File: src/rtl/pe_stream_feeder_pkg.sv
// rtl/pe_stream_feeder_pkg.sv - fixed-point defaults, sign-magnitude conversions and feeder states
package pe_stream_feeder_pkg;

  localparam int N_DEF = 32;
  localparam int Q_DEF = 19;

  // One guard bit above the word keeps the sum of two saturated terms exact.
  typedef logic signed [N_DEF:0] acc_t;

  localparam acc_t SAT_POS = {2'b00, {(N_DEF-1){1'b1}}};
  localparam acc_t SAT_NEG = -SAT_POS;

  typedef enum logic [1:0] {
    ST_IDLE  = 2'd0,
    ST_ISSUE = 2'd1,
    ST_DRAIN = 2'd2,
    ST_DONE  = 2'd3
  } state_t;

  // -0 maps to 0 because negating a zero magnitude is still zero.
  function automatic acc_t sm_to_tc(input logic [N_DEF-1:0] x);
    acc_t mag;
    mag = {2'b00, x[N_DEF-2:0]};
    return x[N_DEF-1] ? -mag : mag;
  endfunction

  // Input must already lie within the saturation limits; a negative value is
  // always nonzero, so -0 can never be produced.
  function automatic logic [N_DEF-1:0] tc_to_sm(input acc_t v);
    acc_t mag;
    mag = v[N_DEF] ? -v : v;
    return {v[N_DEF], (N_DEF-1)'(mag)};
  endfunction

endpackage

File: src/rtl/pe_stream_feeder_if.sv
// rtl/pe_stream_feeder_if.sv - two-input processing-element bus between feeder and PE
interface pe_stream_feeder_if
  import pe_stream_feeder_pkg::*;
#(
  parameter int N = N_DEF
) ();

  logic         pe_en;
  logic [N-1:0] pe_in1;
  logic [N-1:0] pe_in2;
  logic [N-1:0] pe_w1;
  logic [N-1:0] pe_w2;
  logic [N-1:0] pe_out;

  modport master (output pe_en, pe_in1, pe_in2, pe_w1, pe_w2, input pe_out);
  modport slave  (input pe_en, pe_in1, pe_in2, pe_w1, pe_w2, output pe_out);

endinterface

File: src/rtl/pe_stream_feeder_lat_tracker.sv
// rtl/pe_stream_feeder_lat_tracker.sv - valid shift register mirroring the PE pipeline depth
module pe_lat_tracker #(
  parameter int PE_LAT = 3
) (
  input  logic clk,
  input  logic rst,
  input  logic en,
  output logic tail,
  output logic empty
);

  localparam logic [PE_LAT-1:0] TAIL_BIT = PE_LAT'(1) << (PE_LAT - 1);

  logic [PE_LAT-1:0] vld;

  // Shift one valid bit per issued pair; the top bit lines up with pe_out.
  always_ff @(posedge clk) begin
    if (!rst) vld <= '0;
    else      vld <= (vld << 1) | PE_LAT'(en);
  end

  assign tail  = vld[PE_LAT-1];
  // Nothing is in flight behind the tail stage.
  assign empty = (vld & ~TAIL_BIT) == '0;

endmodule

File: src/rtl/pe_stream_feeder.sv
// rtl/pe_stream_feeder.sv - buffers vectors, issues pairs to a PE and accumulates a saturated dot product
module pe_stream_feeder
  import pe_stream_feeder_pkg::*;
#(
  parameter int N      = N_DEF,
  parameter int Q      = Q_DEF,
  parameter int DEPTH  = 16,
  parameter int AW     = $clog2(DEPTH),
  parameter int PE_LAT = 3
) (
  input  logic                   clk,
  input  logic                   rst,
  input  logic                   wr_en,
  input  logic [AW-1:0]          wr_addr,
  input  logic [N-1:0]           wr_in,
  input  logic [N-1:0]           wr_w,
  input  logic [AW-1:0]          len,
  input  logic                   start,
  output logic                   busy,
  output logic                   done,
  output logic [N-1:0]           result,
  output logic                   ovf,
  pe_stream_feeder_if.master     pe
);

  if (N != N_DEF || Q >= N || DEPTH < 2 || (DEPTH % 2) != 0 || PE_LAT < 1) begin : g_param_check
    $error("pe_stream_feeder: unsupported parameter set");
  end

  state_t        state, state_next;
  logic [N-1:0]  mem_in [DEPTH];
  logic [N-1:0]  mem_w  [DEPTH];
  logic [AW-1:0] len_q, issued, idx, addr_even, addr_odd;
  logic          accept, issue_now, cap, upstream_empty, sat;
  acc_t          acc, sum, acc_next;

  assign busy      = (state == ST_ISSUE) || (state == ST_DRAIN);
  assign done      = (state == ST_DONE);
  assign accept    = (state == ST_IDLE) && start;
  // Pair 0 goes out on the accepting edge, so the first pe_en follows start by one cycle.
  assign idx       = (state == ST_IDLE) ? '0 : issued;
  assign addr_even = idx << 1;
  assign addr_odd  = addr_even | AW'(1);
  assign issue_now = accept || ((state == ST_ISSUE) && (issued != len_q));

  pe_lat_tracker #(.PE_LAT(PE_LAT)) u_lat (
    .clk   (clk),
    .rst   (rst),
    .en    (pe.pe_en),
    .tail  (cap),
    .empty (upstream_empty)
  );

  // State register.
  always_ff @(posedge clk) begin
    if (!rst) state <= ST_IDLE;
    else      state <= state_next;
  end

  // Next-state: leave DRAIN on the edge that captures the final partial sum.
  always_comb begin
    state_next = state;
    case (state)
      ST_IDLE:  if (start) state_next = ST_ISSUE;
      ST_ISSUE: if (issued == len_q) state_next = ST_DRAIN;
      ST_DRAIN: if (cap && upstream_empty) state_next = ST_DONE;
      ST_DONE:  state_next = ST_IDLE;
      default:  state_next = ST_IDLE;
    endcase
  end

  // Vector buffers; writable only while not running, never cleared by reset.
  always_ff @(posedge clk) begin
    if (rst && wr_en && !busy) begin
      mem_in[wr_addr] <= wr_in;
      mem_w[wr_addr]  <= wr_w;
    end
  end

  // Issue path: registered PE strobe and operands, zeroed between pairs.
  always_ff @(posedge clk) begin
    if (!rst) begin
      pe.pe_en  <= 1'b0;
      pe.pe_in1 <= '0;
      pe.pe_in2 <= '0;
      pe.pe_w1  <= '0;
      pe.pe_w2  <= '0;
      issued    <= '0;
      len_q     <= '0;
    end else begin
      pe.pe_en <= issue_now;
      if (issue_now) begin
        pe.pe_in1 <= mem_in[addr_even];
        pe.pe_in2 <= mem_in[addr_odd];
        pe.pe_w1  <= mem_w[addr_even];
        pe.pe_w2  <= mem_w[addr_odd];
        issued    <= idx + AW'(1);
      end else begin
        pe.pe_in1 <= '0;
        pe.pe_in2 <= '0;
        pe.pe_w1  <= '0;
        pe.pe_w2  <= '0;
      end
      if (accept) len_q <= (len == '0) ? AW'(1) : len;
    end
  end

  // Saturating add of the returning partial sum.
  always_comb begin
    sum      = acc + sm_to_tc(pe.pe_out);
    acc_next = sum;
    sat      = 1'b0;
    if (sum > SAT_POS) begin
      acc_next = SAT_POS;
      sat      = 1'b1;
    end else if (sum < SAT_NEG) begin
      acc_next = SAT_NEG;
      sat      = 1'b1;
    end
  end

  // Accumulator, sticky overflow and the published result.
  always_ff @(posedge clk) begin
    if (!rst) begin
      acc    <= '0;
      ovf    <= 1'b0;
      result <= '0;
    end else begin
      if (accept) begin
        acc <= '0;
        ovf <= 1'b0;
      end else if (cap) begin
        acc <= acc_next;
        if (sat) ovf <= 1'b1;
      end
      if ((state == ST_DRAIN) && (state_next == ST_DONE)) result <= tc_to_sm(acc_next);
    end
  end

endmodule

File: src/flat_wrapper.sv
// flat-port wrapper written by rule: the top's interface ports become plain ports
module pe_stream_feeder_flat import pe_stream_feeder_pkg::*;
#(
  parameter int N      = N_DEF,
  parameter int Q      = Q_DEF,
  parameter int DEPTH  = 16,
  parameter int AW     = $clog2(DEPTH),
  parameter int PE_LAT = 3
)
  (clk, rst, wr_en, wr_addr, wr_in, wr_w, len, start, busy, done, result, ovf, pe_pe_en, pe_pe_in1, pe_pe_in2, pe_pe_w1, pe_pe_w2, pe_pe_out);
  pe_stream_feeder_if #(.N(N)) pe_i ();
  input  logic clk;
  input  logic rst;
  input  logic wr_en;
  input  logic [AW-1:0] wr_addr;
  input  logic [N-1:0] wr_in;
  input  logic [N-1:0] wr_w;
  input  logic [AW-1:0] len;
  input  logic start;
  output logic busy;
  output logic done;
  output logic [N-1:0] result;
  output logic ovf;
  output wire logic [$bits(pe_i.pe_en)-1:0] pe_pe_en;
  output wire logic [$bits(pe_i.pe_in1)-1:0] pe_pe_in1;
  output wire logic [$bits(pe_i.pe_in2)-1:0] pe_pe_in2;
  output wire logic [$bits(pe_i.pe_w1)-1:0] pe_pe_w1;
  output wire logic [$bits(pe_i.pe_w2)-1:0] pe_pe_w2;
  input wire logic [$bits(pe_i.pe_out)-1:0] pe_pe_out;
  assign pe_pe_en = pe_i.pe_en;
  assign pe_pe_in1 = pe_i.pe_in1;
  assign pe_pe_in2 = pe_i.pe_in2;
  assign pe_pe_w1 = pe_i.pe_w1;
  assign pe_pe_w2 = pe_i.pe_w2;
  assign pe_i.pe_out = pe_pe_out;
  pe_stream_feeder #(.N(N), .Q(Q), .DEPTH(DEPTH), .AW(AW), .PE_LAT(PE_LAT)) u_core (.clk(clk), .rst(rst), .wr_en(wr_en), .wr_addr(wr_addr), .wr_in(wr_in), .wr_w(wr_w), .len(len), .start(start), .busy(busy), .done(done), .result(result), .ovf(ovf), .pe(pe_i));
endmodule
File: config.mk
export PLATFORM = sky130hd
export DESIGN_NAME = pe_stream_feeder_flat
export DESIGN_NICKNAME = d
export VERILOG_FILES = /design/src/rtl/pe_stream_feeder_pkg.sv /design/src/rtl/pe_stream_feeder_if.sv /design/src/rtl/pe_stream_feeder_lat_tracker.sv /design/src/rtl/pe_stream_feeder.sv /design/src/flat_wrapper.sv
export SDC_FILE = /design/constraint.sdc
export NUM_CORES = 2
export LEC_CHECK = 0
export CAP_MARGIN = 0
export CORE_ASPECT_RATIO = 1.75
export CORE_MARGIN = 3
export CORE_UTILIZATION = 59
export CTS_BUF_LIST = sky130_fd_sc_hd__clkbuf_16
export DETAILED_ROUTE_END_ITERATION = 10
export GPL_ROUTABILITY_DRIVEN = 0
export GPL_TIMING_DRIVEN = 1
export HOLD_SLACK_MARGIN = 0.06
export PLACE_DENSITY = 0.8
export SYNTH_ARGS = -nofsm -noshare
export SYNTH_HDL_FRONTEND = slang
export SYNTH_HIERARCHICAL = 1
export SYNTH_SLANG_ARGS = --single-unit
File: constraint.sdc
create_clock -name clk -period 15.8 [get_ports clk]
set_input_delay 4.74 -clock clk [delete_from_list [all_inputs] [get_ports clk]]
set_output_delay 4.74 -clock clk [all_outputs]
set_load 0.05 [all_outputs]
After elaboration in Yosys (flattened, before gate mapping)
Memory sizes are Yosys's and may differ from the RTL's. A register that Yosys moved wholly into a read port is not among the register bits.
Cells that the tools add are included.
W data, S select, Z words.
{"block": "word_totals", "n_memories": 2, "mem_bits_rw": 1024, "inputBits": 108, "out_inout_bits": 164, "wordCells": 57, "regBits": 80}
{"name": "u_core.mem_in", "words": 16, "word_bits": 32, "rd": 2, "rd_ports_with_merged_regs": 2, "write_ports": 1, "line_no": "pe_stream_feeder.sv:31", "source": "logic [N-1:0] mem_in [DEPTH];"}
{"name": "u_core.mem_w", "words": 16, "word_bits": 32, "rd": 2, "rd_ports_with_merged_regs": 2, "write_ports": 1, "line_no": "pe_stream_feeder.sv:32", "source": "logic [N-1:0] mem_w [DEPTH];"}
{"block": "op_classes", "n_mux": 14, "addsub": 4, "order_cmp": 2, "n_reduce_logical": 19, "bitwise": 2, "n_eq_ne": 6}
{"op": "$mux W33", "n": 3}
{"op": "$add A33 B33 Y33", "n": 1}
{"op": "$gt A33 B32 Y1 const B", "n": 1}
{"op": "$lt A33 B32 Y1 const B", "n": 1}
{"op": "$neg A31 Y33", "n": 1}
{"op": "$mux W31", "n": 1}
{"op": "$neg A31 Y31", "n": 1}
{"op": "$mux W4", "n": 2}
{"op": "$pmux W2 S4", "n": 1}
{"op": "$eq A2 B2 Y1 const B", "n": 3}
{"op": "$logic_and A1 B1 Y1", "n": 6}
{"op": "$mux W2", "n": 3}
{"op": "$logic_not A1 Y1", "n": 5}
{"op": "$add A4 B1 Y4 const B", "n": 1}
{"op": "$eq A4 B4 Y1", "n": 1}
{"op": "$logic_not A4 Y1", "n": 1}
{"op": "$mux W1", "n": 4}
{"op": "$ne A4 B4 Y1", "n": 1}
{"op": "$reduce_and A2 Y1", "n": 2}
{"op": "$logic_not A3 Y1", "n": 1}
{"op": "$or A3 B1 Y3", "n": 1}
{"op": "$eq A2 B1 Y1 const B", "n": 1}
{"op": "$logic_not A2 Y1", "n": 1}
{"op": "$logic_or A1 B1 Y1", "n": 2}
{"op": "2 further kinds", "n": 2}

Logic depth before layout (Yosys ltp)
{"block": "logic_depth", "word_depth": 8, "mapped_depth": 35, "depth_no_buf": 31}

By module
Netlist, hierarchy kept.
{"mod": "pe_stream_feeder", "seq_area_each_um2": 34853.4, "cells_per_inst": 3262, "area_per_inst_um2": 48046.1, "n_inst": 1}
{"mod": "pe_lat_tracker", "seq_area_each_um2": 60.1, "cells_per_inst": 7, "area_per_inst_um2": 82.6, "n_inst": 1}

Worst setup path after synthesis
Ideal clock, no wire load.
{"block": "synth_timing", "path_type": "in2reg", "start": "input port pe_pe_out[5]", "end": "register u_core.result[30]", "setup_time_ps": 87, "t_required_ps": 15713, "arrival_ps": 12557, "n_path_buf": 5, "setup_slack_ps": 3156, "path_stages": 32, "path_cell_list": "or4_4 -> or4b_4 -> or2_2 -> or3_1 -> o41ai_1 -> xnor2_1 -> ha_1 -> clkbuf_1 -> a21oi_1 -> o21ai_0 -> nor4b_1 -> a22oi_1 -> a211oi_1 -> xor2_1 -> nand3b_1 -> or4_1 -> o21ai_0 -> ha_1 -> clkbuf_1 -> buf_1 -> clkbuf_1 -> clkbuf_1 -> nor2_1 -> nor2_1 -> ha_1 -> nor3b_1 -> nor2b_1 -> nand4_1 -> nor4_1 -> a21boi_0 -> nor3_1 -> o31ai_1"}
{"block": "synth_via", "elab_chain_cells": 8, "word_cells_on_any_way": 9}
{"item": "from (decl)", "line_no": "flat_wrapper.sv:29", "source": "input wire logic [$bits(pe_i.pe_out)-1:0] pe_pe_out;"}
{"item": "$neg A31 Y33", "line_no": "pe_stream_feeder_pkg.sv:24", "source": "return x[N_DEF-1] ? -mag : mag;"}
{"item": "$mux W33 *", "line_no": "pe_stream_feeder_pkg.sv:24"}
{"item": "$add A33 B33 Y33 *", "line_no": "pe_stream_feeder.sv:110", "source": "sum = acc + sm_to_tc(pe.pe_out);"}
{"item": "$lt A33 B32 Y1", "line_no": "pe_stream_feeder.sv:116", "source": "end else if (sum < SAT_NEG) begin"}
{"item": "$mux W33", "line_no": "pe_stream_feeder.sv:116"}
{"item": "$mux W33 *", "line_no": "pe_stream_feeder.sv:113", "source": "if (sum > SAT_POS) begin"}
{"item": "$neg A31 Y31", "line_no": "pe_stream_feeder_pkg.sv:31", "source": "mag = v[N_DEF] ? -v : v;"}
{"item": "$mux W31 *", "line_no": "pe_stream_feeder_pkg.sv:31"}
{"item": "to (signal assigned)", "line_no": "pe_stream_feeder.sv:136", "source": "if ((state == ST_DRAIN) && (state_next == ST_DONE)) result <= tc_to_sm(acc_next);"}
{"item": "to (decl)", "line_no": "pe_stream_feeder.sv:21", "source": "output logic [N-1:0] result,"}
Mark *: on every way between the ends. The rest lies on a longest branch, timed or not.
A chain may end at the register's enable or synchronous reset.

Final worst setup path
{"block": "layout_timing", "start": "input port pe_pe_out[3]", "end": "register u_core.result[30]"}
The elaborated chain is that of the path after synthesis.

==> flow_summary.toml <==
[run_status]
outcome = "finished clean"

[critical_path]
r2r-end = "u_core/result[30]"
critPathMaxStageDelay_ps = 650
reg2regPathDepth = 23
path_delay_family = "simple AND/OR/NAND/NOR gates"
critPathKind = "in2reg"
slowest_stage = "nor4_1"
cp_max_fo = 17
path_depth = 29
critPathBufInv = 2
critPathLaunch = "pe_pe_out[3]"
cp-end-kind = "flip-flop"
reg2reg_slack_ps = 7590
r2r-start = "u_core/acc[0]"
arrival_ps = 14160
endpoint = "u_core/result[30]"
startpoint_type = "input pin"
critical_path_required_ps = 16400

[sta]
slew_headroom = 0.0498
grt_setup_unrepaired = "no"
worst_pin_slew_ps = 1420
fmax_mhz = 73.8
slew_viol_final = 0
final.setup.tns_ps = 0
finalCritPeriodShare = 0.858
finalSetupViolations = 0
hold_viol = 0
clock_skew_ps = 33.5
min_period_ps = 13560

[routing]
drt_wl_total_mm = 121
wl_per_cell_microns = 26.1
drtIter0Drc = 2911
drc = 0
viasPerCell = 6.45
dr.pass1.iters = 6
num_vias = 29818
ant_nets = 0

[cells_and_area]
drive_gt1_frac = 0.103
num-nets-final = 3636
areaGrowthSynthToFinish_pct = 14.5

[logic_synthesis]
yosysUniqueCellTypes = 73
syn-instance-count = 3269
avgSynthCellArea_sq_um = 14.7
synth-seq-cells = 1232
synth_edf_count = 1024
synthesis.area_sq_mm = 0.0481
yosys_most_used_dff = "edfxtp_1"
yosysWarnings = 6
async_flop_share = 0
syn_nets = 3421
synth-seq-area-share = 0.725

[clocking]
clk_latency_ps = 690
postCtsSetupRepairBufs = 0
cts_hold_buf = 0
h-tree-depth = 3
cts_tree = "built"
cts_root_buf = "clkbuf_16"
cts.clk_slew.worst_paths_ps = 70
numCtsBuffers = 102
clk_path_buf_depth = 3
cts.sinks = 1232
post_cts_resized = 0

[power_and_ir_drop]
p_int_uw = 5110
clockPowerShare = 0.352
p_total_uw = 6830
p_switching_uw = 1720
sequentialPowerShare = 0.532
power_frac_comb = 0.116
switching_share = 0.252
p_leak_uw = 0.0182
power_density_mw_per_mm2 = 124
ir_worst_vdd_uv = 122

[global_route]
busiest_layer = "met2"
grt_first_pass_wirelength_mm = 181
use_met3 = 0.0516
first_global_vias = 30267
grt_max_degree = 153
use_met2 = 0.484
gr-total-overflow = 0
antenna_found_initial = 8
met1_usage = 0.346
grtUsageTotal = 0.282

[floorplanning]
io_pins = 272
core_area_sq_mm = 0.0808
die_w_microns = 222
die_area_sq_mm = 0.0852
die_h_microns = 384
rows = 138
start_util = 0.596

[hold_path]
hp-class = "reg2reg"

[place]
port-buffer-count = 271
dp_hpwl_mm = 66.8

[job]
maxCapViolations = 0
Yosys cell counts (all sizes together) (4+ instances only):
cell type,number,share of area
and3,10,0.0013
nor2b,7,0.00091
nand4,8,0.0010
nor4,7,0.0012
clkbuf,181,0.014
a21oi,198,0.021
dfxtp,208,0.087
edfxtp,1024,0.64
xnor2,56,0.010
nor3,151,0.016
inv,23,0.0018
mux4,128,0.060
nand2,461,0.036
nand2b,13,0.0017
a21o,17,0.0027
a211oi,27,0.0042
or3,11,0.0014
o21ai,80,0.0084
and4,8,0.0015
xor2,22,0.0040
o31ai,14,0.0022
nor2,126,0.0098
buf,27,0.0025
o41ai,4,0.00073
nand3,28,0.0029
a31oi,147,0.019
o21a,7,0.0011
mux2i,8,0.0017
and2,9,0.0012
a311oi,10,0.0018
o311ai,5,0.00091
or2,7,0.00091
a21boi,6,0.00094
ha,43,0.011
o22ai,4,0.00052
or4,8,0.0014
o211ai,139,0.022
logic make-up (layout without fill, tap and decap cells):
| group | Yosys count | in the layout | synth area share |
|---|---|---|---|
| buffers and inverters | 231 | 535 | 0.0184 |
| adders and majority gates | 44 | 44 | 0.0116 |
| xor gates and xnor gates | 78 | 78 | 0.0142 |
| other | 0 | 3 | 0 |
| DFF | 1232 | 1232 | 0.725 |
| muxes | 137 | 137 | 0.0618 |
| and+or+nand+nor | 866 | 866 | 0.0791 |
| AOI/OAI and AO/OA | 681 | 681 | 0.0895 |
final cells by class:
type                       count  area, sq um
tap                         1050         1310
timing repair buffer         319         3100
clock inverter                89          572
inverter                      23         88.8
clock buffer                 104         2600
sequential                  1232        34900
multi-input combinational   1806        12500
antenna                        3         7.51
fill                        5305        25700
layer usage:
layer  up-vias  routed length, microns
met5         -                      74
met4        10                    5800
met3       377                   10400
met2      1701                   61400
met1     14729                   43300
li1      13001                       -
stage by stage:
stage          std cells  utilization  hold slack, ps  instance area [sq um]  setup WS, ps
2_1_floorplan       3269            -             431                  48100          3160
3_5_place_dp        4430        0.642             446                  51900          1710
5_1_grt             4625        0.682             467                  55100          1550
6_report            4626        0.682             455                  55100          2240
4_1_cts             4623        0.682             454                  55100          2400
3_3_place_gp        4430        0.642             439                  51900          1900
tightest hold or removal path, stage by stage (launching register included):
cell	delay [ps]
dfxtp_1	310
nand2_1	50
a21oi_1	50
power groups by stage:
stage	logic [uW]	registers, uW	clock network [uW]
after global placement	770	3700	0
final	789	3630	2400
after global routing	836	3640	2550
after detailed placement	779	3700	0
after CTS	786	3630	2440
after floorplan	349	3830	0
cell usage in the layout (no fill, tap or decap), drive strengths merged, types with 27 or more instances in the layout:
master,count
a211oi,27
a21oi,198
a31oi,147
buf,48
clkbuf,104
clkdlybuf4s50,271
clkinv,40
dfxtp,208
edfxtp,1024
ha,43
inv,60
mux4,128
nand2,461
nand3,28
nor2,126
nor3,151
o211ai,139
o21ai,80
xnor2,56
how the worst min path moves through the flow:
stage	endpoint	cells past startpoint	start	slack [ps]
6_report	u_core/result[22]	2	u_core/result[22]	450
5_1_grt	u_core/result[22]	2	u_core/result[22]	470
4_1_cts	u_core/result[22]	2	u_core/result[22]	450
3_5_place_dp	u_core/result[22]	2	u_core/result[22]	450
3_3_place_gp	u_core/u_lat/vld[2]	1	u_core/u_lat/vld[1]	440
2_1_floorplan	u_core/u_lat/vld[2]	1	u_core/u_lat/vld[1]	430
registers in the layout, indices dropped and copies added (netlist names):
signal	count
u_core/pe.pe_en	1
u_core/result	32
u_core/pe.pe_w1	32
u_core/len_q	4
u_core/mem_w	512
u_core/pe.pe_w2	32
u_core/pe.pe_in2	32
u_core/ovf	1
u_core/u_lat/vld	3
u_core/mem_in	512
u_core/state	2
u_core/pe.pe_in1	32
u_core/issued	4
u_core/acc	33
Power figures use the tool's default switching activity.
